## config.mk

```make
export PLATFORM = sky130hd
export DESIGN_NAME = jk_target_driver
export DESIGN_NICKNAME = d
export VERILOG_FILES = /design/src/rtl/jk_drv_pkg.sv /design/src/rtl/jk_target_driver_excite.sv /design/src/rtl/jk_target_driver.sv
export SDC_FILE = /design/constraint.sdc
export NUM_CORES = 1
export LEC_CHECK = 0
export ABC_AREA = 0
export CAP_MARGIN = 20
export CORE_AREA = 2 2 39 41
export CTS_CLUSTER_SIZE = 20
export DETAILED_ROUTE_END_ITERATION = 8
export DIE_AREA = 0 0 41 43
export PLACE_DENSITY = 0.66
export SLEW_MARGIN = 5
export SYNTH_ARGS = -nofsm -noshare
export SYNTH_HDL_FRONTEND = slang
export SYNTH_SLANG_ARGS = --single-unit
```

## constraint.sdc

```tcl
create_clock -name Clk -period 1.7 [get_ports Clk]
set_clock_uncertainty 0.2 [all_clocks]
set_input_delay 0.34 -clock Clk [delete_from_list [all_inputs] [get_ports Clk]]
set_output_delay 0.34 -clock Clk [all_outputs]
set_load 0.01 [all_outputs]
```

## src/rtl/jk_drv_pkg.sv

```systemverilog
// Shared types and constants for the JK target driver.
// Excitation codes are packed as {J,K}.
package jk_drv_pkg;

    typedef enum logic [1:0] {
        IDLE  = 2'd0,
        DRIVE = 2'd1,
        CHECK = 2'd2
    } drv_state_e;

    localparam logic [1:0] JK_HOLD = 2'b00;
    localparam logic [1:0] JK_SET  = 2'b10;
    localparam logic [1:0] JK_RST  = 2'b01;
    localparam logic [1:0] JK_TGL  = 2'b11;

endpackage

```

## src/rtl/jk_target_driver_excite.sv

```systemverilog
// Per-bit excitation: picks HOLD, SET or RESET from current Q and target.
// TOGGLE is deliberately never produced.
module jk_excite
    import jk_drv_pkg::*;
(
    input  logic q,
    input  logic t,
    output logic j,
    output logic k
);

    logic [1:0] jk;

    always_comb begin
        jk = JK_HOLD;
        unique case ({q, t})
            2'b01:   jk = JK_SET;
            2'b10:   jk = JK_RST;
            default: jk = JK_HOLD;
        endcase
    end

    assign j = jk[1];
    assign k = jk[0];

endmodule

```

## src/rtl/jk_target_driver.sv

```systemverilog
// Write-side driver for a JK register bank: capture target, excite, verify.
// JK_DRV_VERIFY_EN adds the CHECK state with bounded retries and err.
module jk_target_driver
    import jk_drv_pkg::*;
#(
    parameter int unsigned WIDTH     = 4,
    parameter int unsigned MAX_RETRY = 2
) (
    input  logic             Clk,
    input  logic             Rst,
    input  logic             tgt_valid,
    output logic             tgt_ready,
    input  logic [WIDTH-1:0] tgt_data,
    input  logic [WIDTH-1:0] q_fb,
    output logic [WIDTH-1:0] J,
    output logic [WIDTH-1:0] K,
    output logic             busy,
    output logic             done,
    output logic             err
);

    drv_state_e       state_d, state_q;
    logic [WIDTH-1:0] tgt_d, tgt_q;
    logic [WIDTH-1:0] j_raw, k_raw;
    logic             done_d, done_q;

`ifdef JK_DRV_VERIFY_EN
    localparam int unsigned RW = (MAX_RETRY > 0) ? $clog2(MAX_RETRY + 1) : 1;
    localparam logic [RW-1:0] RETRY_MAX = RW'(MAX_RETRY);

    logic [RW-1:0] retry_d, retry_q;
    logic          err_d, err_q;
`endif

    for (genvar i = 0; i < WIDTH; i++) begin : g_bit
        jk_excite u_excite (
            .q (q_fb[i]),
            .t (tgt_q[i]),
            .j (j_raw[i]),
            .k (k_raw[i])
        );
    end

    always_comb begin
        state_d = state_q;
        tgt_d   = tgt_q;
        done_d  = 1'b0;
`ifdef JK_DRV_VERIFY_EN
        retry_d = retry_q;
        err_d   = 1'b0;
`endif
        unique case (state_q)
            IDLE: begin
                if (tgt_valid) begin
                    tgt_d   = tgt_data;
                    state_d = DRIVE;
`ifdef JK_DRV_VERIFY_EN
                    retry_d = '0;
`endif
                end
            end
            DRIVE: begin
`ifdef JK_DRV_VERIFY_EN
                state_d = CHECK;
`else
                state_d = IDLE;
                done_d  = 1'b1;
`endif
            end
`ifdef JK_DRV_VERIFY_EN
            CHECK: begin
                if (q_fb == tgt_q) begin
                    done_d  = 1'b1;
                    state_d = IDLE;
                end else if (retry_q < RETRY_MAX) begin
                    retry_d = retry_q + RW'(1);
                    state_d = DRIVE;
                end else begin
                    err_d   = 1'b1;
                    state_d = IDLE;
                end
            end
`endif
            default: state_d = IDLE;
        endcase
    end

    always_ff @(posedge Clk) begin
        if (Rst) begin
            state_q <= IDLE;
            tgt_q   <= '0;
            done_q  <= 1'b0;
`ifdef JK_DRV_VERIFY_EN
            retry_q <= '0;
            err_q   <= 1'b0;
`endif
        end else begin
            state_q <= state_d;
            tgt_q   <= tgt_d;
            done_q  <= done_d;
`ifdef JK_DRV_VERIFY_EN
            retry_q <= retry_d;
            err_q   <= err_d;
`endif
        end
    end

    assign tgt_ready = (state_q == IDLE);
    assign busy      = (state_q != IDLE);
    assign J         = (state_q == DRIVE) ? j_raw : '0;
    assign K         = (state_q == DRIVE) ? k_raw : '0;
    assign done      = done_q;
`ifdef JK_DRV_VERIFY_EN
    assign err       = err_q;
`else
    assign err       = 1'b0;
`endif

endmodule

```

Word level (Yosys, flattened, before mapping):

Index checks and enable logic that the tools add are counted.

* eq/ne operators: 8
* muxes and demuxes: 7
* reduce and logical (&&, ||, !) cells: 3
* bitwise logic cells: 1

Operators with widths (count)
* 2-bit case mux with 2 select lines: 4
* 2-bit by 1-bit equality test with 1-bit output, second input constant: 4
* 2-bit equality test, second input constant: 4
* 4-bit two-way mux: 2
* 2-bit zero test: 1
* 2-bit AND reduction: 1
* 2-bit OR reduction: 1
* 1-bit two-way mux: 1
* 1-bit NOT: 1

* output and inout bits: 12
* register bits after elaboration: 6
* bits of input ports: 11
* word-level logic and storage cells: 22

Logic depth before layout (Yosys ltp):

Gate-level depths: netlist (run 1).

* word-level depth: 3
* depth in mapped cells: 3
* mapped depth without buffers: 2

By module:

From an unflattened synthesis (run 1), not the netlist that was laid out.

* cells, all modules: 41
* area total of the unflattened synthesis: 371.6 um2

Modules (own cells, without submodules)
* jk_target_driver: instances 1, sequential area each 120.1 um2, area an instance 311.5 um2, cells each 33
* jk_excite: instances 4, sequential area each 0.0 um2, area an instance 15.0 um2, cells each 2

Least setup slack after synthesis (run 1):

Ideal clock, no wire load.

* kind: reg-to-output
* start point: reg state_q[0]
* end point: out J[0]
* stages on the path, launching flop included: 4
* path buffers: 1
* slack: 369 ps
* required time: 1160 ps
* arrival time: 791 ps
* path through: dfxtp_1 -> buf_6 -> nand2_1 -> nor2_1

* cells in the longest elaborated chain, start to end: 1

Ends and longest elaborated chain
* from (decl): line jk_target_driver.sv:22 `drv_state_e state_d, state_q;`
* from (signal assigned): line jk_target_driver.sv:98 `state_q <= state_d;`
* 4-bit two-way mux: line jk_target_driver.sv:110 `assign J = (state_q == DRIVE) ? j_raw : '0;`
* to (decl): line jk_target_driver.sv:15 `output logic [WIDTH-1:0] J,`

No other way between the ends.

Final worst setup path (run 1):

* start point: in q_fb[0]
* end point: out J[0]

* cells in the longest elaborated chain, start to end: 3
* elaborated cells on any way between the ends: 4
* classes of those cells: 2 x eq/ne; 2 x mux

Ends and longest elaborated chain
* from (decl): line jk_target_driver.sv:14 `input logic [WIDTH-1:0] q_fb,`
* 2-bit equality test / 2-bit by 1-bit equality test with 1-bit output (equally long branches): line jk_target_driver_excite.sv:16 `unique case ({q, t})`
* 2-bit case mux with 2 select lines (*): line jk_target_driver_excite.sv:16
* 4-bit two-way mux (*): line jk_target_driver.sv:110

Every way passes the cells marked *; elsewhere a longest branch is shown, timed or not.

==> results of run 1 <==
## synthesized netlist by cell type, drive strengths merged
| master | instances |
|---|---|
| nor2 | 9 |
| nand2 | 8 |
| dfxtp | 6 |
| nand2b | 4 |
| nand4bb | 4 |
| o21ai | 4 |
| buf | 2 |
| and2b | 1 |
| conb | 1 |
| inv | 1 |
| nor2b | 1 |
## repair_timing
item | in CTS | in global routing
resized for setup | 22 | 7
pin swaps | 0 | 0
endpoints found under the setup margin | 10 | 4
## layout make-up
cell class	instances	area share, %
Clock buffer	3	4.17
Inverter	1	0.694
Multi-Input combinational cell	32	33.1
Sequential cell	6	22.2
Tap cell	16	3.70
Timing Repair Buffer	24	36.1
## final timing paths
kind	startpoint	endpoint	slack, ps	cells after the start
max	q_fb[0]	J[0]	50	3
min	tgt_q[2]	tgt_q[2]	280	2
max reg2reg	state_q[0]	tgt_q[1]	550	4
min reg2reg	tgt_q[2]	tgt_q[2]	280	2
## metal layers
layer | share of wire, % | track usage, % | vias to the layer above
met2 | 46 | 13.8 | 12
met3 | 7.9 | 3.14 | 0
met1 | 46 | 11.6 | 145
met5 | 0 | 0 | -
met4 | 0 | 6.00 | 0
li1 | - | - | 182
## worst max-delay path: stages
cell             delay [ps]
clkdlybuf4s50_1         420
nor2_1                  110
clkdlybuf4s15_1         240
## placed cells by master (no fill, tap or decap), types with 2 or more instances in the layout
master / instances
buf_4: 3
nand2b_1: 4
clkbuf_2: 3
nor2_1: 9
buf_2: 4
nand4bb_1: 4
o21ai_1: 4
nand2_1: 8
clkbuf_4: 3
clkdlybuf4s50_1: 11
dfxtp_1: 6
dlygate4sd2_1: 2
## state kept, by name (all words and copies together), names as in the netlist
register and cells:
done 1, tgt_q 4, state_q 1
## through the flow
stage | hold WS (ps) | total power, mW
after global placement | 269 | 0.238
after global routing | 304 | 0.381
final | 281 | 0.354
after detailed placement | 282 | 0.240
after floorplan | 207 | 0.190
after CTS | 291 | 0.362
## where the power goes
part / internal, mW / switching, mW / total (mW)
Combinational: 0.0454 / 0.0294 / 0.0748
Clock: 0.0794 / 0.0448 / 0.124
Sequential: 0.150 / 0.00535 / 0.155
## cells by family after synthesis
kind of cell,Yosys count,share of synthesized area (%)
compound gates,4,6.23
buf+inv,3,7.00
flops,6,37.4
other cells,1,1.17
simple gates,27,48.2
==> metrics.cfg, run 1 <==
[sta]
fin_ws_ps=49.6
rsz0062_at_grt=false
setup_viol=0
period_needed_ps=1650
hold_viol_final=0
timing.fmax_mhz=606
drv_slew=0
period_share_pct=97.1
final.setup.tns_ps=0

[placed_design]
hpwl_um=557
placedCellCount=79
dp_slack_ps=-336
place_area_um2=556
gp_congestion=0.659
numPortBuffers=21

[cts]
cts_hold_buf=0
clock-root-buffer=clkbuf_4
clock_sinks=6
cts_tree=built
clk_pin_slew_worst_paths_ps=40
cts_buffers=3
clk_path_buf_depth=2
cts_setup_buffers=0
clkLatencyLatePin_ps=230
h-tree-depth=1

[floorplanning]
die_h_um=43
die_w_um=41
ios=23
initial_core_util_pct=23.2
die_area_mm2=0.00176
core-area_mm2=0.00138
core.rowCount=14

[route]
wirelength_um=721
drt_iter0_drc=3
firstDrtPassIters=4
vias=339
ant_nets=0
drt-vias-per-instance=4.13
wl_per_cell_um=8.79
drc_errors=0

[global_routing]
overflow=0
track_usage_pct=9.54
grt_pass1_wl_um=1130
antenna_found_initial=0
grt_max_degree=11
grt_pass1_vias=298

[cells_and_area]
finalNonFillerCells=82
layout.nets=79
seq_area_um2=120
diodes=0
syn2layout_area_growth_pct=68.1
multi_input_area_um2=179
nFillCells=160
fin_util_pct=39.1
design_area_um2=541
drive_gt1_share_pct=22.7

[synthesis]
syn-num-nets=52
syn_area_per_cell_um2=7.84
synth.area.top_cells=dfxtp_1 (37%), nand4bb_1 (14%), nor2_1 (11%)
yosysTopAreaCellShare_pct=37.4
syn_inst=41
synth_area_um2=322
yosysSeqAreaShare_pct=37.4
synth_cell_types=12
ys_ff_latch=6
synth_top_cell_by_area=dfxtp_1
synth_warnings=0

[worst_hold_path]
hold_path_class=reg -> reg

[pwr]
vdd_drop_max_mv=0.237
p_leak_nw=0.239
powerDensity_mw_per_mm2=655

[run]
cap_violations=0

[critical_path]
arrival_ps=1110
critPathMaxFanout=2
endpoint_kind=primary output
crit_path_start_kind=input pin
cp_data_required_time_ps=1160
critical_path_class=in -> out

[status]
outcome=completed

Power figures use the tool's default switching activity.
==> run 2, diff against run 1 <==
- ABC_AREA: 0 -> 1
- CAP_MARGIN: 20 -> 40
- PLACE_DENSITY: 0.66 -> 0.65
==> run 2 against run 1 <==
Net effect:
- global-route usage down 0.79 points
- sequential power about the same
- setup slack better by 16 ps
- critical endpoint is now J[3]
- largest cell class unchanged
==> metrics.cfg, run 2 <==
[cells_and_area]
syn2layout_area_growth_pct=69.7
final_common_cell=nor2_1
finalNonFillerCells=92  ; +12%
layout.nets=89  ; +13%
diodes=0  ; unchanged
nFillCells=149  ; -6.9%
design_area_um2=533  ; -1.4%
fin_util_pct=38.5  ; -0.54 points
drive_gt1_share_pct=19.7  ; -3.0 points
mostFrequentLayoutCells=nor2_1 (17), nand2_1 (12), clkdlybuf4s50_1 (11), inv_1 (6), dfxtp_1 (6)
largest_reg_flops=4  ; unchanged
largest-register=tgt_q

[route]
firstDrtPassIters=3  ; -1
drt-vias-per-instance=3.90  ; -5.6%
drt_iter0_drc=5  ; +2
wl_per_cell_um=7.73  ; -12%
drc_errors=0  ; unchanged
wirelength_um=711  ; -1.4%
ant_nets=0  ; unchanged
vias=359  ; +5.9%

[sta]
rsz0062_at_grt=false
setup_viol=0  ; unchanged
drv_slew=0  ; unchanged
period_needed_ps=1630  ; -16.0 ps
hold_viol_final=0  ; unchanged
period_share_pct=96.1  ; -0.94 points
timing.fmax_mhz=612  ; +0.98%
fin_ws_ps=65.6  ; +16.0 ps

[cts]
clk_pin_slew_worst_paths_ps=50  ; about the same
clock_sinks=6  ; unchanged
cts_tree=built
cts_buffers=3  ; unchanged
clk_path_buf_depth=2  ; unchanged
clock-root-buffer=clkbuf_4
clkLatencyLatePin_ps=240  ; about the same
cts_setup_buffers=0  ; unchanged
h-tree-depth=1  ; unchanged

[worst_hold_path]
whs_path_depth=2  ; unchanged
hold_path_class=reg -> reg

[synthesis]
synth_warnings=0  ; unchanged
synth_area_um2=314  ; -2.3%
yosysTopAreaCellShare_pct=38.2  ; +0.89 points
syn-num-nets=62  ; +19%
synth_edf_count=0  ; unchanged
synth.area.top_cells=dfxtp_1 (38%), nor2_1 (20%), nand2_1 (14%)
synth_top_cell_by_area=dfxtp_1
yosysSeqAreaShare_pct=38.2  ; +0.89 points
async_flop_share_pct=0  ; unchanged
synth_common_cells=nor2_1 (17), nand2_1 (12), dfxtp_1 (6), inv_1 (6), nand3_1 (4)
synth_cell_types=11  ; -1
syn_inst=51  ; +24%
ys_ff_latch=6  ; unchanged
synthFlopType=dfxtp_1
syn_area_per_cell_um2=6.16  ; -21%
yosysMostFrequentCell=nor2_1

[placed_design]
place_area_um2=548  ; -1.4%
dp_slack_ps=-339  ; -2.85 ps
placedCellCount=89  ; +13%
numPortBuffers=21  ; unchanged
gp_congestion=0.753  ; +14%
hpwl_um=558  ; +0.29%

[critical_path]
critical_path_class=in -> out
arrival_ps=1090  ; -20 ps
crit_path_start_kind=input pin
cp_data_required_time_ps=1160  ; about the same
endpoint_kind=primary output
critPathMaxFanout=2  ; unchanged
r2r_cells=6  ; +2

[run]
cap_violations=0  ; unchanged

[pwr]
p_leak_nw=0.277  ; +16%
power_mw=0.365  ; +3.2%
powerDensity_mw_per_mm2=685  ; +4.6%
vdd_drop_max_mv=0.246  ; +3.8%

[status]
outcome=completed

[global_routing]
grt_pass1_vias=279  ; -6.4%
grt_max_degree=9  ; -2
grt_pass1_wl_um=1000  ; -12%
overflow=0  ; unchanged
antenna_found_initial=0  ; unchanged
track_usage_pct=8.75  ; -0.79 points

[floorplanning]
die_area_mm2=0.00176  ; unchanged
die_w_um=41  ; unchanged
die_h_um=43  ; unchanged
core.rowCount=14  ; unchanged
ios=23  ; unchanged
core-area_mm2=0.00138  ; unchanged
initial_core_util_pct=22.7  ; -0.54 points

## run 2: cell count changes in the layout (fill, tap and decap cells not counted)
| cell | delta |
|---|---|
| o21ai_1 | -4 |
| nand4bb_1 | -4 |
| inv_1 | +6 |
| and2b_1 | -1 |
| nand3_1 | +4 |
| nand2_1 | +4 |
| nand2b_1 | -4 |
| nor3_1 | +1 |
| nor2b_4 | -1 |
| nor2_1 | +8 |
| nor2_4 | +1 |
## run 2: worst paths after layout
| path | from | endpoint | slack, ps |
|---|---|---|---|
| worst max-delay path | q_fb[3] | J[3] | 70 |
| worst min-delay path | tgt_q[0] | tgt_q[0] | 300 |
| worst max register to register | state_q[0] | tgt_q[1] | 550 |
| worst min register to register | tgt_q[0] | tgt_q[0] | 300 |
## run 2: cells by family after synthesis
logic type	Yosys count	share of synthesized area, %
buffers and inverters	9	14.3
other	1	1.19
AND/OR/NAND/NOR	35	46.2
flip-flops	6	38.2
## run 2: stage by stage
step                      TNS [ps]  hold slack (ps)
after CTS                        0              305
final                            0              303
after detailed placement     -2250              299
after global routing             0              323
after global placement       -2200              294
after floorplan                  0              212
## run 2: power breakdown
group | leakage (nW) | switching (mW) | internal [mW]
combinational | 0.214 | 0.0358 | 0.0438
clock | 0.0138 | 0.0488 | 0.0797
sequential | 0.0497 | 0.00616 | 0.151
## run 2: worst max-delay path, cell delays in order
cell	delay (ps)
clkdlybuf4s50_1	420
nor2_1	100
clkdlybuf4s15_1	230
## run 2: repair_timing
item,4_1_cts,5_1_grt
hold buffers,0,0
resized for setup,22,7
endpoints found under the hold margin,0,0
setup endpoints to repair,10,4
## run 2: final cells by class
type	count	area, µm²	share of cell area, %
Timing Repair Buffer	24	195	36.6
Sequential cell	6	120	22.5
Clock buffer	3	22.5	4.23
Multi-Input combinational cell	36	149	27.9
Inverter	7	26.3	4.93
Tap cell	16	20.0	3.76
## run 2: routing by layer
metal | wire length, µm | track usage [%]
met1 | 307 | 10.4
met4 | 0 | 8.00
met3 | 77 | 3.14
met5 | 0 | 0
met2 | 327 | 11.6
==> run 3, diff against run 2 <==
- CAP_MARGIN: 40 -> not set
- CELL_PAD_IN_SITES_DETAIL_PLACEMENT: not set -> 1
- CELL_PAD_IN_SITES_GLOBAL_PLACEMENT: not set -> 1
- CORE_AREA: 2 2 39 41 -> 2 2 42 44
- DIE_AREA: 0 0 41 43 -> 0 0 44 46
- PLACE_DENSITY: 0.65 -> 0.82
==> run 3 against run 2 <==
Net effect:
- die area rose by 15%
- worst hold slack got worse by 2.6 ps
- fmax fell by 0.63%
- clock power barely moved
- non-clock buffer count rose by 1
- combinational power rose by 3.1%
- largest cell class unchanged
- total power rose by 0.29%
==> metrics.cfg, run 3 (synthesis gave the netlist of run 2 again) <==
[status]
outcome=completed

[global_routing]
grt_pass1_vias=359  ; +29%
grt_max_degree=6  ; -3
antenna_found_initial=0  ; unchanged
track_usage_pct=10.1  ; +1.4 points
grt_pass1_wl_um=1460  ; +46%
overflow=0  ; unchanged

[pwr]
p_leak_nw=0.282  ; +1.9%
vdd_drop_max_mv=0.305  ; +24%
seqPwrFrac_pct=43.1  ; about the same
powerDensity_mw_per_mm2=676  ; -1.3%
pwr-share-clk_pct=34.5  ; -0.7 points
p_comb_share_pct=22.4  ; +0.6 points
p_int_mw=0.276  ; +0.54%
power_mw=0.366  ; +0.29%
p_sw_share_pct=24.7  ; -0.19 points
p_sw_mw=0.0903  ; -0.47%

[cells_and_area]
layout.nets=90  ; +1.1%
drive_gt1_share_pct=20.8  ; +1.0 points
final_common_cell=nor2_1
design_area_um2=542  ; +1.6%
largest-register=tgt_q
nFillCells=215  ; +44%
largest_reg_flops=4  ; unchanged
finalNonFillerCells=94  ; +2.2%
syn2layout_area_growth_pct=72.5
mostFrequentLayoutCells=nor2_1 (17), nand2_1 (12), clkdlybuf4s50_1 (11), inv_1 (6), dfxtp_1 (6)
diodes=0  ; unchanged

[floorplanning]
ios=23  ; unchanged
core-area_mm2=0.00161  ; +17%
core.rowCount=15  ; +1
die_area_mm2=0.00202  ; +15%
initial_core_util_pct=19.5  ; -3.2 points
die_w_um=44  ; +7.3%
die_h_um=46  ; +7.0%

[cts]
h-tree-depth=1  ; unchanged
clk_pin_slew_worst_paths_ps=40  ; about the same
cts_tree=built
clkLatencyLatePin_ps=240  ; about the same
clk_path_buf_depth=2  ; unchanged
clock-root-buffer=clkbuf_4
cts_buffers=3  ; unchanged
clock_sinks=6  ; unchanged

[sta]
drv_slew=0  ; unchanged
whs_ps=301  ; -2.59 ps
hold_viol_final=0  ; unchanged
rsz0062_at_grt=false
period_needed_ps=1640  ; +10.4 ps
period_share_pct=96.8  ; +0.61 points
setup_viol=0  ; unchanged
timing.fmax_mhz=608  ; -0.63%

[route]
wirelength_um=818  ; +15%
firstDrtPassIters=2  ; -1
drt_iter0_drc=1  ; -4
drc_errors=0  ; unchanged
ant_nets=0  ; unchanged
wl_per_cell_um=8.70  ; +13%
drt-vias-per-instance=3.97  ; +1.7%
vias=373  ; +3.9%

[critical_path]
rrSetupSlack_ps=530  ; -20 ps
cp_data_required_time_ps=1160  ; about the same
arrival_ps=1100  ; about the same
endpoint_kind=primary output
r2r_cells=6  ; unchanged
critical_path_class=in -> out
crit_path_start_kind=input pin
r2r-end=tgt_q[2]
timing.rr.start=state_q[0]
critPathMaxFanout=2  ; unchanged

[worst_hold_path]
hold-path-endpoint=tgt_q[0]
hold_path_class=reg -> reg
whs_path_depth=2  ; unchanged
hp-start=tgt_q[0]

[run]
cap_violations=0  ; unchanged

[placed_design]
placedCellCount=91  ; +2.2%
numPortBuffers=21  ; unchanged
place_area_um2=557  ; +1.6%
gp_congestion=0.745  ; -1.0%
hpwl_um=697  ; +25%

-- run 3: power groups by stage --
stage	logic, mW	registers (mW)	clock network (mW)
2_1_floorplan	0.0372	0.160	0
3_3_place_gp	0.0878	0.160	0
3_5_place_dp	0.0899	0.161	0
4_1_cts	0.0838	0.158	0.135
5_1_grt	0.0920	0.159	0.145
6_report	0.0821	0.158	0.127
-- run 3: cell type report --
cell class | count | area, µm² | share of cell area (%)
clock buffer | 3 | 22.5 | 4.16
inverter | 7 | 26.3 | 4.85
multi-input combinational | 36 | 149 | 27.5
tap | 17 | 21.3 | 3.93
timing repair buffer | 25 | 203 | 37.4
sequential | 6 | 120 | 22.2
-- run 3: worst max-delay path, cell delays in order --
cell             delay, ps
clkdlybuf4s50_1        430
nor2_1                 110
clkdlybuf4s15_1        230
-- run 3: worst max path at each step --
stage	cells past startpoint	from	to
2_1_floorplan	3	state_q[0]	J[0]
3_3_place_gp	4	q_fb[3]	K[3]
3_5_place_dp	4	q_fb[1]	K[1]
4_1_cts	3	q_fb[2]	J[2]
5_1_grt	4	q_fb[0]	K[0]
6_report	3	q_fb[1]	J[1]
-- run 3: stage by stage --
step	setup TNS (ps)	worst slack, ps	utilization (%)
finish	0	55.2	33.6
global route	0	9.47	33.6
CTS	0	13.5	34.2
detailed placement	-2300	-337	34.5
global placement	-2210	-318	34.5
floorplan	0	407	-
-- run 3: what timing repair did --
item,CTS,global route
pin swaps,0,0
resized for setup,22,7
endpoints found under the setup margin,10,4
setup buffers,0,0
hold buffers,0,0
-- run 3: routing by layer --
| layer | wire length [µm] | part of all wire (%) | global-route usage, % |
|---|---|---|---|
| met3 | 67 | 8.2 | 2.38 |
| met2 | 397 | 49 | 15.3 |
| met1 | 341 | 42 | 11.8 |
| met4 | 11 | 1.3 | 9.09 |
| met5 | 0 | 0 | 0 |
